File: src/rtl/ahfp_addsub_pipe.sv
// Pipelined IEEE-style floating-point add/subtract with a latency of 5 enabled cycles.
// Denormal inputs are flushed to zero. Rounding is round-to-nearest-even.
// Special values are handled: NaN, infinity, signed zero, overflow and underflow.
// Ports:
//   clk, reset (synchronous, active-high), clk_en (advance enable for the whole pipe)
//   in_valid, op_sub, dataa, datab        : operation issue (sampled when clk_en=1)
//   out_valid, result                     : registered result with valid tag
//   overflow, underflow, invalid          : per-result exception flags
module ahfp_addsub_pipe #(
    parameter int unsigned EXP_W = 8,
    parameter int unsigned MAN_W = 23
) (
    input  logic                       clk,
    input  logic                       reset,
    input  logic                       clk_en,
    input  logic                       in_valid,
    input  logic                       op_sub,
    input  logic [EXP_W+MAN_W:0]       dataa,
    input  logic [EXP_W+MAN_W:0]       datab,
    output logic                       out_valid,
    output logic [EXP_W+MAN_W:0]       result,
    output logic                       overflow,
    output logic                       underflow,
    output logic                       invalid
);
    localparam int unsigned W    = 1 + EXP_W + MAN_W;
    localparam int unsigned FW   = MAN_W + 4;          // hidden+frac, G, R, S
    localparam int unsigned SW   = MAN_W + 3;          // hidden+frac, G, R
    localparam int unsigned XW   = EXP_W + 2;          // signed exponent intermediates
    localparam int unsigned LZ_W = $clog2(FW + 1);
    localparam int unsigned EMAX = (1 << EXP_W) - 1;

    localparam logic [1:0] K_NONE = 2'd0;
    localparam logic [1:0] K_NAN  = 2'd1;
    localparam logic [1:0] K_INF  = 2'd2;
    localparam logic [1:0] K_ZERO = 2'd3;

    // S1: unpack, classify, order operands by magnitude
    logic [EXP_W-1:0] ea_c, eb_c;
    logic [MAN_W-1:0] fa_c, fb_c;
    logic             sa_c, sb_c, za_c, zb_c, infa_c, infb_c, nana_c, nanb_c, swap_c;
    logic [W-2:0]     maga_c, magb_c;
    logic [1:0]       kind_c;
    logic             ksign_c;

    always_comb begin
        ea_c    = dataa[W-2 -: EXP_W];
        eb_c    = datab[W-2 -: EXP_W];
        fa_c    = dataa[MAN_W-1:0];
        fb_c    = datab[MAN_W-1:0];
        sa_c    = dataa[W-1];
        sb_c    = datab[W-1] ^ op_sub;
        za_c    = (ea_c == '0);
        zb_c    = (eb_c == '0);
        infa_c  = (ea_c == '1) && (fa_c == '0);
        infb_c  = (eb_c == '1) && (fb_c == '0);
        nana_c  = (ea_c == '1) && (fa_c != '0);
        nanb_c  = (eb_c == '1) && (fb_c != '0);
        maga_c  = za_c ? '0 : dataa[W-2:0];
        magb_c  = zb_c ? '0 : datab[W-2:0];
        swap_c  = (magb_c > maga_c);
        kind_c  = K_NONE;
        ksign_c = 1'b0;
        if (nana_c || nanb_c || (infa_c && infb_c && (sa_c != sb_c))) begin
            kind_c = K_NAN;
        end else if (infa_c || infb_c) begin
            kind_c  = K_INF;
            ksign_c = infa_c ? sa_c : sb_c;
        end else if (za_c && zb_c) begin
            kind_c  = K_ZERO;
            ksign_c = sa_c & sb_c;
        end
    end

    logic             v1;
    logic             s1_sbig, s1_ssml;
    logic [EXP_W-1:0] s1_ebig, s1_esml;
    logic [MAN_W:0]   s1_mbig, s1_msml;
    logic [1:0]       s1_kind;
    logic             s1_ksign;

    always_ff @(posedge clk) begin
        if (reset) begin
            v1 <= 1'b0;
        end else if (clk_en) begin
            v1       <= in_valid;
            s1_kind  <= kind_c;
            s1_ksign <= ksign_c;
            s1_sbig  <= swap_c ? sb_c : sa_c;
            s1_ssml  <= swap_c ? sa_c : sb_c;
            s1_ebig  <= swap_c ? eb_c : ea_c;
            s1_esml  <= swap_c ? ea_c : eb_c;
            s1_mbig  <= swap_c ? (zb_c ? '0 : {1'b1, fb_c}) : (za_c ? '0 : {1'b1, fa_c});
            s1_msml  <= swap_c ? (za_c ? '0 : {1'b1, fa_c}) : (zb_c ? '0 : {1'b1, fb_c});
        end
    end

    // S2: align small operand; distances beyond the G/R window land wholly in sticky
    logic [EXP_W-1:0] diff_c, shamt_c;
    logic [2*SW-1:0]  wide_c;

    always_comb begin
        diff_c  = s1_ebig - s1_esml;
        shamt_c = (diff_c > EXP_W'(SW)) ? EXP_W'(SW) : diff_c;
        wide_c  = {s1_msml, 2'b00, {SW{1'b0}}} >> shamt_c;
    end

    logic             v2, s2_sign, s2_sub;
    logic [EXP_W-1:0] s2_exp;
    logic [FW-1:0]    s2_big, s2_sml;
    logic [1:0]       s2_kind;
    logic             s2_ksign;

    always_ff @(posedge clk) begin
        if (reset) begin
            v2 <= 1'b0;
        end else if (clk_en) begin
            v2       <= v1;
            s2_sign  <= s1_sbig;
            s2_sub   <= s1_sbig ^ s1_ssml;
            s2_exp   <= s1_ebig;
            s2_big   <= {s1_mbig, 3'b000};
            s2_sml   <= {wide_c[2*SW-1:SW], |wide_c[SW-1:0]};
            s2_kind  <= s1_kind;
            s2_ksign <= s1_ksign;
        end
    end

    // S3: magnitude add or subtract (big >= small, so never negative)
    logic          v3, s3_sign;
    logic [XW-1:0] s3_exp;
    logic [FW:0]   s3_mag;
    logic [1:0]    s3_kind;
    logic          s3_ksign;

    always_ff @(posedge clk) begin
        if (reset) begin
            v3 <= 1'b0;
        end else if (clk_en) begin
            v3       <= v2;
            s3_sign  <= s2_sign;
            s3_exp   <= XW'(s2_exp);
            s3_mag   <= s2_sub ? ({1'b0, s2_big} - {1'b0, s2_sml})
                               : ({1'b0, s2_big} + {1'b0, s2_sml});
            s3_kind  <= s2_kind;
            s3_ksign <= s2_ksign;
        end
    end

    // S4: normalise on carry-out or by leading-zero count
    logic [LZ_W-1:0] lzc_c;
    logic [FW-1:0]   norm_c;
    logic [XW-1:0]   nexp_c;

    always_comb begin
        lzc_c = LZ_W'(FW);
        for (int i = 0; i < int'(FW); i++) begin
            if (s3_mag[i]) lzc_c = LZ_W'(int'(FW) - 1 - i);
        end
        if (s3_mag[FW]) begin
            norm_c = {s3_mag[FW:2], s3_mag[1] | s3_mag[0]};
            nexp_c = s3_exp + XW'(1);
        end else begin
            norm_c = s3_mag[FW-1:0] << lzc_c;
            nexp_c = s3_exp - XW'(lzc_c);
        end
    end

    logic          v4, s4_sign, s4_zero;
    logic [XW-1:0] s4_exp;
    logic [FW-1:0] s4_norm;
    logic [1:0]    s4_kind;
    logic          s4_ksign;

    always_ff @(posedge clk) begin
        if (reset) begin
            v4 <= 1'b0;
        end else if (clk_en) begin
            v4       <= v3;
            s4_sign  <= s3_sign;
            s4_zero  <= (s3_mag == '0);
            s4_exp   <= nexp_c;
            s4_norm  <= norm_c;
            s4_kind  <= s3_kind;
            s4_ksign <= s3_ksign;
        end
    end

    // S5: round to nearest even, then pack with special-case priority
    logic             inc_c;
    logic [MAN_W+1:0] mrnd_c;
    logic [XW-1:0]    rexp_c;
    logic [MAN_W-1:0] frac_c;
    logic [W-1:0]     res_c;
    logic             ovf_c, unf_c, inv_c;

    always_comb begin
        inc_c  = s4_norm[2] & (s4_norm[1] | s4_norm[0] | s4_norm[3]);
        mrnd_c = {1'b0, s4_norm[FW-1:3]} + (MAN_W+2)'(inc_c);
        rexp_c = mrnd_c[MAN_W+1] ? (s4_exp + XW'(1)) : s4_exp;
        frac_c = mrnd_c[MAN_W+1] ? '0 : mrnd_c[MAN_W-1:0];
        res_c  = {s4_sign, rexp_c[EXP_W-1:0], frac_c};
        ovf_c  = 1'b0;
        unf_c  = 1'b0;
        inv_c  = 1'b0;
        if (s4_kind == K_NAN) begin
            res_c = {1'b0, {EXP_W{1'b1}}, 1'b1, {(MAN_W-1){1'b0}}};
            inv_c = 1'b1;
        end else if (s4_kind == K_INF) begin
            res_c = {s4_ksign, {EXP_W{1'b1}}, {MAN_W{1'b0}}};
        end else if (s4_kind == K_ZERO) begin
            res_c = {s4_ksign, {(W-1){1'b0}}};
        end else if (s4_zero) begin
            res_c = '0;
        end else if (!rexp_c[XW-1] && (rexp_c >= XW'(EMAX))) begin
            res_c = {s4_sign, {EXP_W{1'b1}}, {MAN_W{1'b0}}};
            ovf_c = 1'b1;
        end else if (rexp_c[XW-1] || (rexp_c == '0)) begin
            res_c = {s4_sign, {(W-1){1'b0}}};
            unf_c = 1'b1;
        end
    end

    always_ff @(posedge clk) begin
        if (reset) begin
            out_valid <= 1'b0;
            result    <= '0;
            overflow  <= 1'b0;
            underflow <= 1'b0;
            invalid   <= 1'b0;
        end else if (clk_en) begin
            out_valid <= v4;
            if (v4) begin
                result    <= res_c;
                overflow  <= ovf_c;
                underflow <= unf_c;
                invalid   <= inv_c;
            end
        end
    end

endmodule

File: config.mk
export PLATFORM = sky130hd
export DESIGN_NAME = ahfp_addsub_pipe
export DESIGN_NICKNAME = d
export VERILOG_FILES = /design/src/rtl/ahfp_addsub_pipe.sv
export SDC_FILE = /design/constraint.sdc
export NUM_CORES = 1
export LEC_CHECK = 0
export BUFFER_PORTS_ARGS = -buffer_cell sky130_fd_sc_hd__clkbuf_2
export CORE_MARGIN = 2
export CORE_UTILIZATION = 50
export CTS_CLUSTER_SIZE = 12
export DETAILED_ROUTE_END_ITERATION = 10
export PLACE_DENSITY = 0.76
export SETUP_SLACK_MARGIN = 0.05
export SYNTH_ARGS = -nofsm -noshare
export SYNTH_HDL_FRONTEND = slang
export SYNTH_SLANG_ARGS = --single-unit
export TNS_END_PERCENT = 20
File: constraint.sdc
create_clock -name clk -period 26.7 [get_ports clk]
set_input_delay 0 -clock clk [delete_from_list [all_inputs] [get_ports clk]]
set_output_delay 0 -clock clk [all_outputs]
set_load 0.02 [all_outputs]
Word-level counts from Yosys, hierarchy flattened --
Index checks and enable logic that the tools add are counted.
Word-level totals: flip-flop bits (word level) 255, bits in latches 0, bits in writable memories 0, memory bits (read-only) 0, input bits 69, output and inout bits 36, logic and storage cells 152, memories 0
Cells by class: $add $sub $neg 7, multipliers 0, divide/modulo/power cells 0, order comparisons 3, equal/unequal tests 6, shift operators 2, mux-type cells 66, bitwise gates (word level) 8, reductions and logical operators 24
Operators by type and width (number):
- $mux 5 | 26
- $mux 32 | 4
- $mux 31 | 4
- $mux 24 | 4
- $shr 52x8->52 | 1
- $logic_not 23->1 | 2
- $reduce_bool 23->1 | 2
- $gt 31x31->1 | 1
- $add 27x27->28 | 1
- $logic_not 28->1 | 1
- $mux 28 | 1
- $sub 27x27->28 | 1
- $shl 27x5->27 | 1
- $mux 26 | 1
- $reduce_or 26->1 | 1
- $add 24x1->25 | 1
- $mux 8 | 3
- $mux 23 | 1
- $mux 10 | 2
- $mux 1 | 18
- $eq 8x8->1 const B | 2
- $logic_not 8->1 | 2
- $add 10x1->10 const B | 1
- $ge 10x8->1 const B | 1
- 17 further kinds | 34

Logic depth before layout (Yosys ltp) --
Gate-level depths: netlist (run 1).
word-level depth 29, depth in mapped cells 20

Least setup slack after synthesis (run 1) --
No wires, ideal clock.
path type input port to flip-flop, from in clk_en, to reg s1_ebig[0] (enable), data arrival time 9765 ps, required time 25877 ps, slack 16112 ps, stages on the path 2, buffers on the path 1, path through clkbuf_1 > nor2b_1
Between the ends: cells in the longest elaborated chain, start to end 1
Ends and longest elaborated chain:
- from (decl) | RTL line 15 | input logic clk_en,
- $reduce_and 2->1 (no line)
- to (signal assigned) | RTL line 91 | s1_ebig <= swap_c ? eb_c : ea_c;
- to (decl) | RTL line 77 | logic [EXP_W-1:0] s1_ebig, s1_esml;
Every way passes these cells. A chain may end at the register's enable or synchronous reset.

Worst setup path after layout (run 1) --
from in datab[23], to reg s1_esml[0], data pin
Between the ends: cells in the longest elaborated chain, start to end 4
Ends and longest elaborated chain:
- from (decl) | RTL line 19 | input logic [EXP_W+MAN_W:0] datab,
- $logic_not 8->1 | RTL line 54 | zb_c = (eb_c == '0);
- $mux 31 | RTL line 60 | magb_c = zb_c ? '0 : datab[W-2:0];
- $gt 31x31->1 | RTL line 61 | swap_c = (magb_c > maga_c);
- $mux 8 (*) | RTL line 92 | s1_esml <= swap_c ? ea_c : eb_c;
- to (signal assigned) | RTL line 92
- to (decl) | RTL line 77
Mark *: on every way between the ends. The rest lies on a longest branch, timed or not.

==> results of run 1 <==
routing by layer:
layer  vias to the layer above  track usage, %  share of wire, %
met4                         0           10.76               4.7
met3                       147           2.391               5.9
met2                       676           43.80                48
met5                         -               0                 0
li1                       6929               -                 -
met1                      6858           31.28                41
flip-flops by register name, summed over array words and instances, names as in the netlist, 8 cells and up:
register / count
s4_exp: 10
s1_esml: 8
s1_mbig: 24
s2_sml: 27
s1_ebig: 8
s1_msml: 24
s3_mag: 28
s4_norm: 27
s3_exp: 8
s2_big: 24
result: 32
s2_exp: 8
path summary, 6_finish.rpt:
| kind | from | end | slack [ns] | cells past startpoint |
|---|---|---|---|---|
| worst min-delay path | datab[31] | s1_sbig | 0.13 | 3 |
| worst max-delay path | datab[23] | s1_esml[0] | 21.05 | 21 |
| worst min register to register | s1_mbig[4] | s2_big[7] | 0.42 | 0 |
| worst max register to register | s1_ebig[0] | s2_sml[0] | 21.42 | 17 |
area by class of cell:
class | count | area, µm² | area share, %
Multi-Input combinational cell | 1323 | 9204 | 45.98
Sequential cell | 255 | 7257 | 36.25
Timing Repair Buffer | 220 | 1634 | 8.164
Clock buffer | 34 | 744.5 | 3.719
Tap cell | 448 | 560.5 | 2.800
Inverter | 116 | 435.4 | 2.175
Clock inverter | 17 | 181.4 | 0.9064
placed cells by master (no fill, tap or decap), types with 34 or more instances in the layout:
cell,n
ha_1,96
xnor2_1,49
mux2i_1,147
dlygate4sd3_1,97
clkbuf_2,104
a21oi_1,103
dfxtp_1,40
edfxtp_1,215
nor2_1,145
nand3_1,43
inv_1,114
nand2_1,168
a22oi_1,34
o21ai_0,81
nor3_1,42
repair_timing:
item | 4_1_cts | 5_1_grt
endpoints found under the hold margin | 69 | 0
hold buffers | 97 | 0
gates resized for setup | 0 | 0
critical path, stage by stage:
cell and delay (ns):
dlygate4sd3_1 0.53, clkbuf_2 0.15, nor4_1 0.47, nand2_1 0.66, nand2_1 0.34, inv_1 0.07
ha_1 0.31, nor2b_1 0.14, o21a_1 0.16, o21a_1 0.17, o21a_1 0.16, o21a_1 0.17
o21ai_0 0.18, a21oi_1 0.10, o31ai_1 0.22, a21boi_0 0.12, o31ai_1 0.41, a21oi_4 0.10
buf_4 0.45, mux2_2 0.40, dlygate4sd3_1 0.56
cell families after synthesis:
family	count (synthesis)
flops	255
buf+inv	202
xor+xnor	72
mux	173
compound gates	416
fa+ha+maj	99
simple gates	563
power by group through the flow:
stage	clock network (mW)	logic, mW	registers, mW
global route	0.408	0.287	0.479
global placement	0	0.239	0.484
CTS	0.395	0.257	0.477
detailed placement	0	0.241	0.485
floorplan	0	0.181	0.482
finish	0.386	0.265	0.478
per-stage QoR:
stage	util [%]	worst slack [ns]	cell area, µm²	std cells
2_1_floorplan	-	16.11	17190	1780
3_3_place_gp	53.77	21.54	18120	2265
3_5_place_dp	53.77	21.54	18120	2265
4_1_cts	59.40	21.16	20020	2413
5_1_grt	59.40	20.72	20020	2413
6_report	59.40	21.05	20020	2413
==> summary.md, run 1 <==
| Metric | Value |
|---|---|
| Pre-antenna DRT Iters | 7 |
| Final clock skew | 0.01893 ns |
| Clock period minus worst slack | 5.646 ns |
| Flop pwr share | 42.3% |
| Nets | 2113 |
| GR Overflow Total | 0 |
| Maxcap violations | 0 |
| CP max FO | 66 |
| Routed WL | 45870 µm |
| Final setup viols | 0 |
| CORE AREA | 33700 µm² |
| Mapped Cells | 1780 |
| Chip Height | between 150 and 200 µm |
| WP data arrival | 5.93 ns |
| CTS sink count | roughly 260 |
| Post-synth EDFFs | 215 |
| Asr flop ratio synth | 0% |
| Top-count cell post-synth | edfxtp_1 |
| Synth area leaders | edfxtp_1 38%, mux2i_1 8.6%, ha_1 7.0% |
| Root Buffer | clkbuf_16 |
| Synth Area in Compound Gates | between 10% and 20% |
| Gr usage total | approximately 25% |
| Post-synth cell types | 86 |
| Synth warnings | 0 |
| ANT nets after route | 0 |
| Largest family of logic cells by synthesized area | compound AO/OA/AOI/OAI gates |
| # port buffers | about 100 |
| First-pass GRT wire length | 72470 µm |
| Critical Path End Type | register |
| CP Launch Type | primary input |
| Int Pwr | around 0.8 mW |
| Final hold vios | 0 |
| Post-Synth XOR/XNOR Area | 3.668% |
| Most used DFF post-synth | edfxtp_1 |
| # diodes | 0 |
| FMAX | 177.1 MHz |
| Iter 0 DRT Violations | between 1k and 1.5k |
| Clk pwr share | roughly a third |
| Wire length per cell | 19.01 µm |
| Initial antenna violation count | 0 |
| Switching Fraction | 29.14% |
| Synthesized area per cell | 9.659 µm² |
| Clock Latency Late Sink | 0.55 ns |
| Overall power | around 1.1 mW |
| Initial Utilization | 51.02% |
| Remaining DRCs | 0 |
| Static Leak | 7.948 nW |
| Synthesized cell area | approximately 17000 µm² |
| Vias in the first global route | around 14k |
| Crit path kind | in -> reg |
| Hold Path Class | in -> reg |
| Commonest cells post-synth | 215 x edfxtp_1, 168 x nand2_1, 147 x mux2i_1 |
| Status | finished clean |
| Post-CTS Setup Inserts | 0 |
| Fillers | 2796 |
| CP required | 26.98 ns |
| Largest net degree at the start of global routing | 82 |
| Simple-gate share of the synthesized area | 15.84% |
| Post-synthesis adder-cell area fraction | 7.336% |
| Reported net switching power | 0.3288 mW |
| Flop and latch count out of synthesis | 255 |
| WHS | approximately 0.13 ns |
| CTS tree | done |
| Peak supply drop | ~0.048 mV |
| TritonCTS buffer count | 29 |
| H-tree levels | 1 |
| Die Wd | roughly 190 µm |
| Post-synthesis sequential area ratio | 42.21% |
| Worst slew margin relative to its limit | 29.98% |
| Setup_tns | 0 ns |
| PD cells | 56.38 nW/µm² |
| Tcrit/Tclk final | about a fifth |
| Syn nets | 1948 |
| Routed vias/inst | 6.055 |
| Die area | approximately 36000 µm² |
| IO Pins | 105 |
| Layout cells sized above 1 | 11.20% |
| Worst-Margin Slew | roughly 1.0 ns |
| Dpl hpwl | 32820 µm |
| Clock-pin slew on the worst setup and hold paths | 0.06 ns |
| Area share of the largest cell type after synthesis | 37.55% |
| Longest Clk Path Bufs | 3 |
| Yosys top cell by area | edfxtp_1 |
| RePlAce Congestion | 0.9646 |
| RSZ-0062 raised after global routing | no |
| Max Slew Vio Count | 0 |
| DR vias | 14.61k |
| Synth-to-Final Area Change | 16.43% |
| Comb power frac | around a quarter |
| Mux contribution to synthesized area | around a tenth |
| Cell Rows | 67 |
Power figures use the tool's default switching activity.
==> inputs of run 2 (changes only) <==
--- a/config.mk
+++ b/config.mk
@@ -10,7 +10,7 @@
 export CORE_UTILIZATION = 50
 export CTS_CLUSTER_SIZE = 12
 export DETAILED_ROUTE_END_ITERATION = 10
-export PLACE_DENSITY = 0.76
+export PLACE_DENSITY = 0.78
 export SETUP_SLACK_MARGIN = 0.05
 export SYNTH_ARGS = -nofsm -noshare
 export SYNTH_HDL_FRONTEND = slang
==> constraint.sdc (replaced) <==
create_clock -name clk -period 4.7 [get_ports clk]
set_input_delay 0 -clock clk [delete_from_list [all_inputs] [get_ports clk]]
set_output_delay 0 -clock clk [all_outputs]
set_load 0.02 [all_outputs]
==> summary.md, run 2 (same netlist as run 1, synthesis figures left out) <==
| Metric | Value |
|---|---|
| CP max FO | 8 |
| Initial Utilization | 51.02% |
| Hold Path Class | in -> reg |
| Met2 Track Usage GR | 45.97% |
| Top Registers | result x32, s3_mag x28 |
| Clock Latency Late Sink | 0.54 ns |
| Cell Rows | 67 |
| Reported net switching power | between 1.5 and 2 mW |
| Critical-path top delay cell | nor4_4 |
| Clock period minus worst slack | 4.505 ns |
| H-tree levels | 1 |
| Setup_tns | 0 ns |
| Clock-pin slew on the worst setup and hold paths | 0.06 ns |
| Vias in the first global route | 14.49k |
| Final hold vios | 0 |
| Static Leak | between 8 and 9 nW |
| Fillers | 2737 |
| Critical Path End Type | register |
| PD cells | roughly 320 nW/µm² |
| Initial antenna violation count | 1 |
| Root Buffer | clkbuf_16 |
| Peak supply drop | 0.2643 mV |
| Iter 0 DRT Violations | roughly 1.2k |
| Tcrit/Tclk final | 95.85% |
| Design Area, Final | ~20000 µm² |
| Switching Fraction | ~30% |
| Largest register FFs | 32 |
| Crit. path cell count | 17 |
| Most common cell after layout, fill and taps aside | edfxtp_1 |
| Gr usage total | a little over a quarter |
| WP data arrival | 4.79 ns |
| DR vias | 14.76k |
| CP required | 4.99 ns |
| Most frequent cells in the layout | 215 x edfxtp_1, 164 x nand2_1, 144 x nor2_1, 139 x mux2i_1, 114 x inv_1 |
| WHS | roughly 0.14 ns |
| GR Overflow Total | 0 |
| CTS sink count | between 200 and 300 |
| First-pass GRT wire length | about 75000 µm |
| ANT nets after route | 0 |
| Int Pwr | 4.519 mW |
| Final setup viols | 0 |
| Setup ws final | between 0.15 and 0.2 ns |
| Pre-antenna DRT Iters | 6 |
| Met3 Track Usage GR | about 3.3% |
| Largest register by flop count | result |
| Worst-Margin Slew | 1.169 ns |
| RePlAce Congestion | 0.9600 |
| Critical Path Max Stage Delay | 0.60 ns |
| Max Slew Vio Count | 0 |
| Nets | 2153 |
| Wire length per cell | 19.54 µm |
| Final clock skew | 0.008710 ns |
| Area post-placement | approximately 19000 µm² |
| IO Pins | between 100 and 150 |
| Delay-heaviest family, CP | compound AO/OA/AOI/OAI gates |
| FF/Latch Area | 7257 µm² |
| Routed WL | 47960 µm |
| CORE AREA | 33700 µm² |
| Crit path kind | reg -> reg |
| Routed vias/inst | 6.015 |
| FMAX | 222.0 MHz |
| CTS tree | done |
| Met1 Track Usage GR | 31.80% |
| GR peak layer | met2 |
| Remaining DRCs | 0 |
| Multi-input logic area | 9387 µm² |
| Die area | ~36000 µm² |
| Comb power frac | ~26% |
| Dpl hpwl | 35430 µm |
| TritonCTS buffer count | 28 |
| # port buffers | 104 |
| Layout cells sized above 1 | 15.61% |
| Largest net degree at the start of global routing | 94 |
| Most used cell along the critical path | inv_1 |
| Worst slew margin relative to its limit | between 20% and 30% |
| WP buf/inv | 3 |
| Chip Height | 189.4 µm |
| Setup WS pre-CTS | -0.01842 ns |
| Overall power | 6.457 mW |
| Flop pwr share | 42.0% |
| FF-to-FF path depth | 17 |
| RSZ-0062 raised after global routing | yes |
| Status | finished clean |
| Maxcap violations | 0 |
| Die Wd | 189.4 µm |
| Hold depth | 3 |
| CP Launch Type | register |
| Clk pwr share | 32.0% |
| CP cell instances | inv_1, ha_2, inv_1, fa_2, a211o_4, a21oi_4, a211oi_2, a22o_1, nor4_4, nand2_2, buf_6, mux2i_2, mux2i_1, o211ai_1, a2111oi_2, nand4_1, a211o_1 |
| Longest Clk Path Bufs | 3 |
| Synth-to-Final Area Change | 19.16% |
==> run 2: area by class of cell <==
cell class,count,area share (%)
clock inverter,12,0.4031
multi-input combinational,1323,45.82
tap,448,2.736
sequential,255,35.42
clock buffer,38,3.854
antenna,1,0.01221
timing repair buffer,261,9.631
inverter,116,2.125
==> run 2: through the flow <==
step / util [%] / instances
final: 60.79 / 2454
after global routing: 60.79 / 2454
after CTS: 59.92 / 2440
after detailed placement: 55.14 / 2317
after global placement: 55.14 / 2317
after floorplan: - / 1780
==> run 2: worst register-to-register path, stage by stage (launching register included) <==
cell and delay [ns]:
edfxtp_1 0.39, inv_1 0.08, ha_2 0.18, inv_1 0.06
fa_2 0.35, a211o_4 0.37, a21oi_4 0.14, a211oi_2 0.08
a22o_1 0.30, nor4_4 0.60, nand2_2 0.20, buf_6 0.20
mux2i_2 0.16, mux2i_1 0.21, o211ai_1 0.14, a2111oi_2 0.36
nand4_1 0.15, a211o_1 0.29
==> run 2: power by group through the flow <==
stage	clock network, mW	registers, mW	logic [mW]
2_1_floorplan	0	2.71	1.03
3_3_place_gp	0	2.75	1.50
3_5_place_dp	0	2.76	1.50
4_1_cts	2.11	2.71	1.57
5_1_grt	2.21	2.72	1.80
6_report	2.07	2.71	1.67
==> run 2: per-layer routing <==
layer	wire length (µm)	share of wire (%)
met1	19700	41
met4	2222	4.6
met5	0	0
met2	23340	49
met3	2703	5.6
==> run 2: path summary, 6_finish.rpt <==
path                from  slack, ns          to
max reg2reg   s1_ebig[0]       0.19   s2_sml[0]
min reg2reg  s1_mbig[12]       0.42  s2_big[15]
min            datab[31]       0.14     s1_ssml
max           s1_ebig[0]       0.19   s2_sml[0]
==> run 2: timing repair <==
item / CTS / global route
hold endpoints to repair: 69 / 0
pin swaps: 0 / 11
hold buffers: 73 / 0
gates resized for setup: 1 / 38
cloned: 0 / 0
setup endpoints to repair: 1 / 20
buffers inserted: 0 / 13
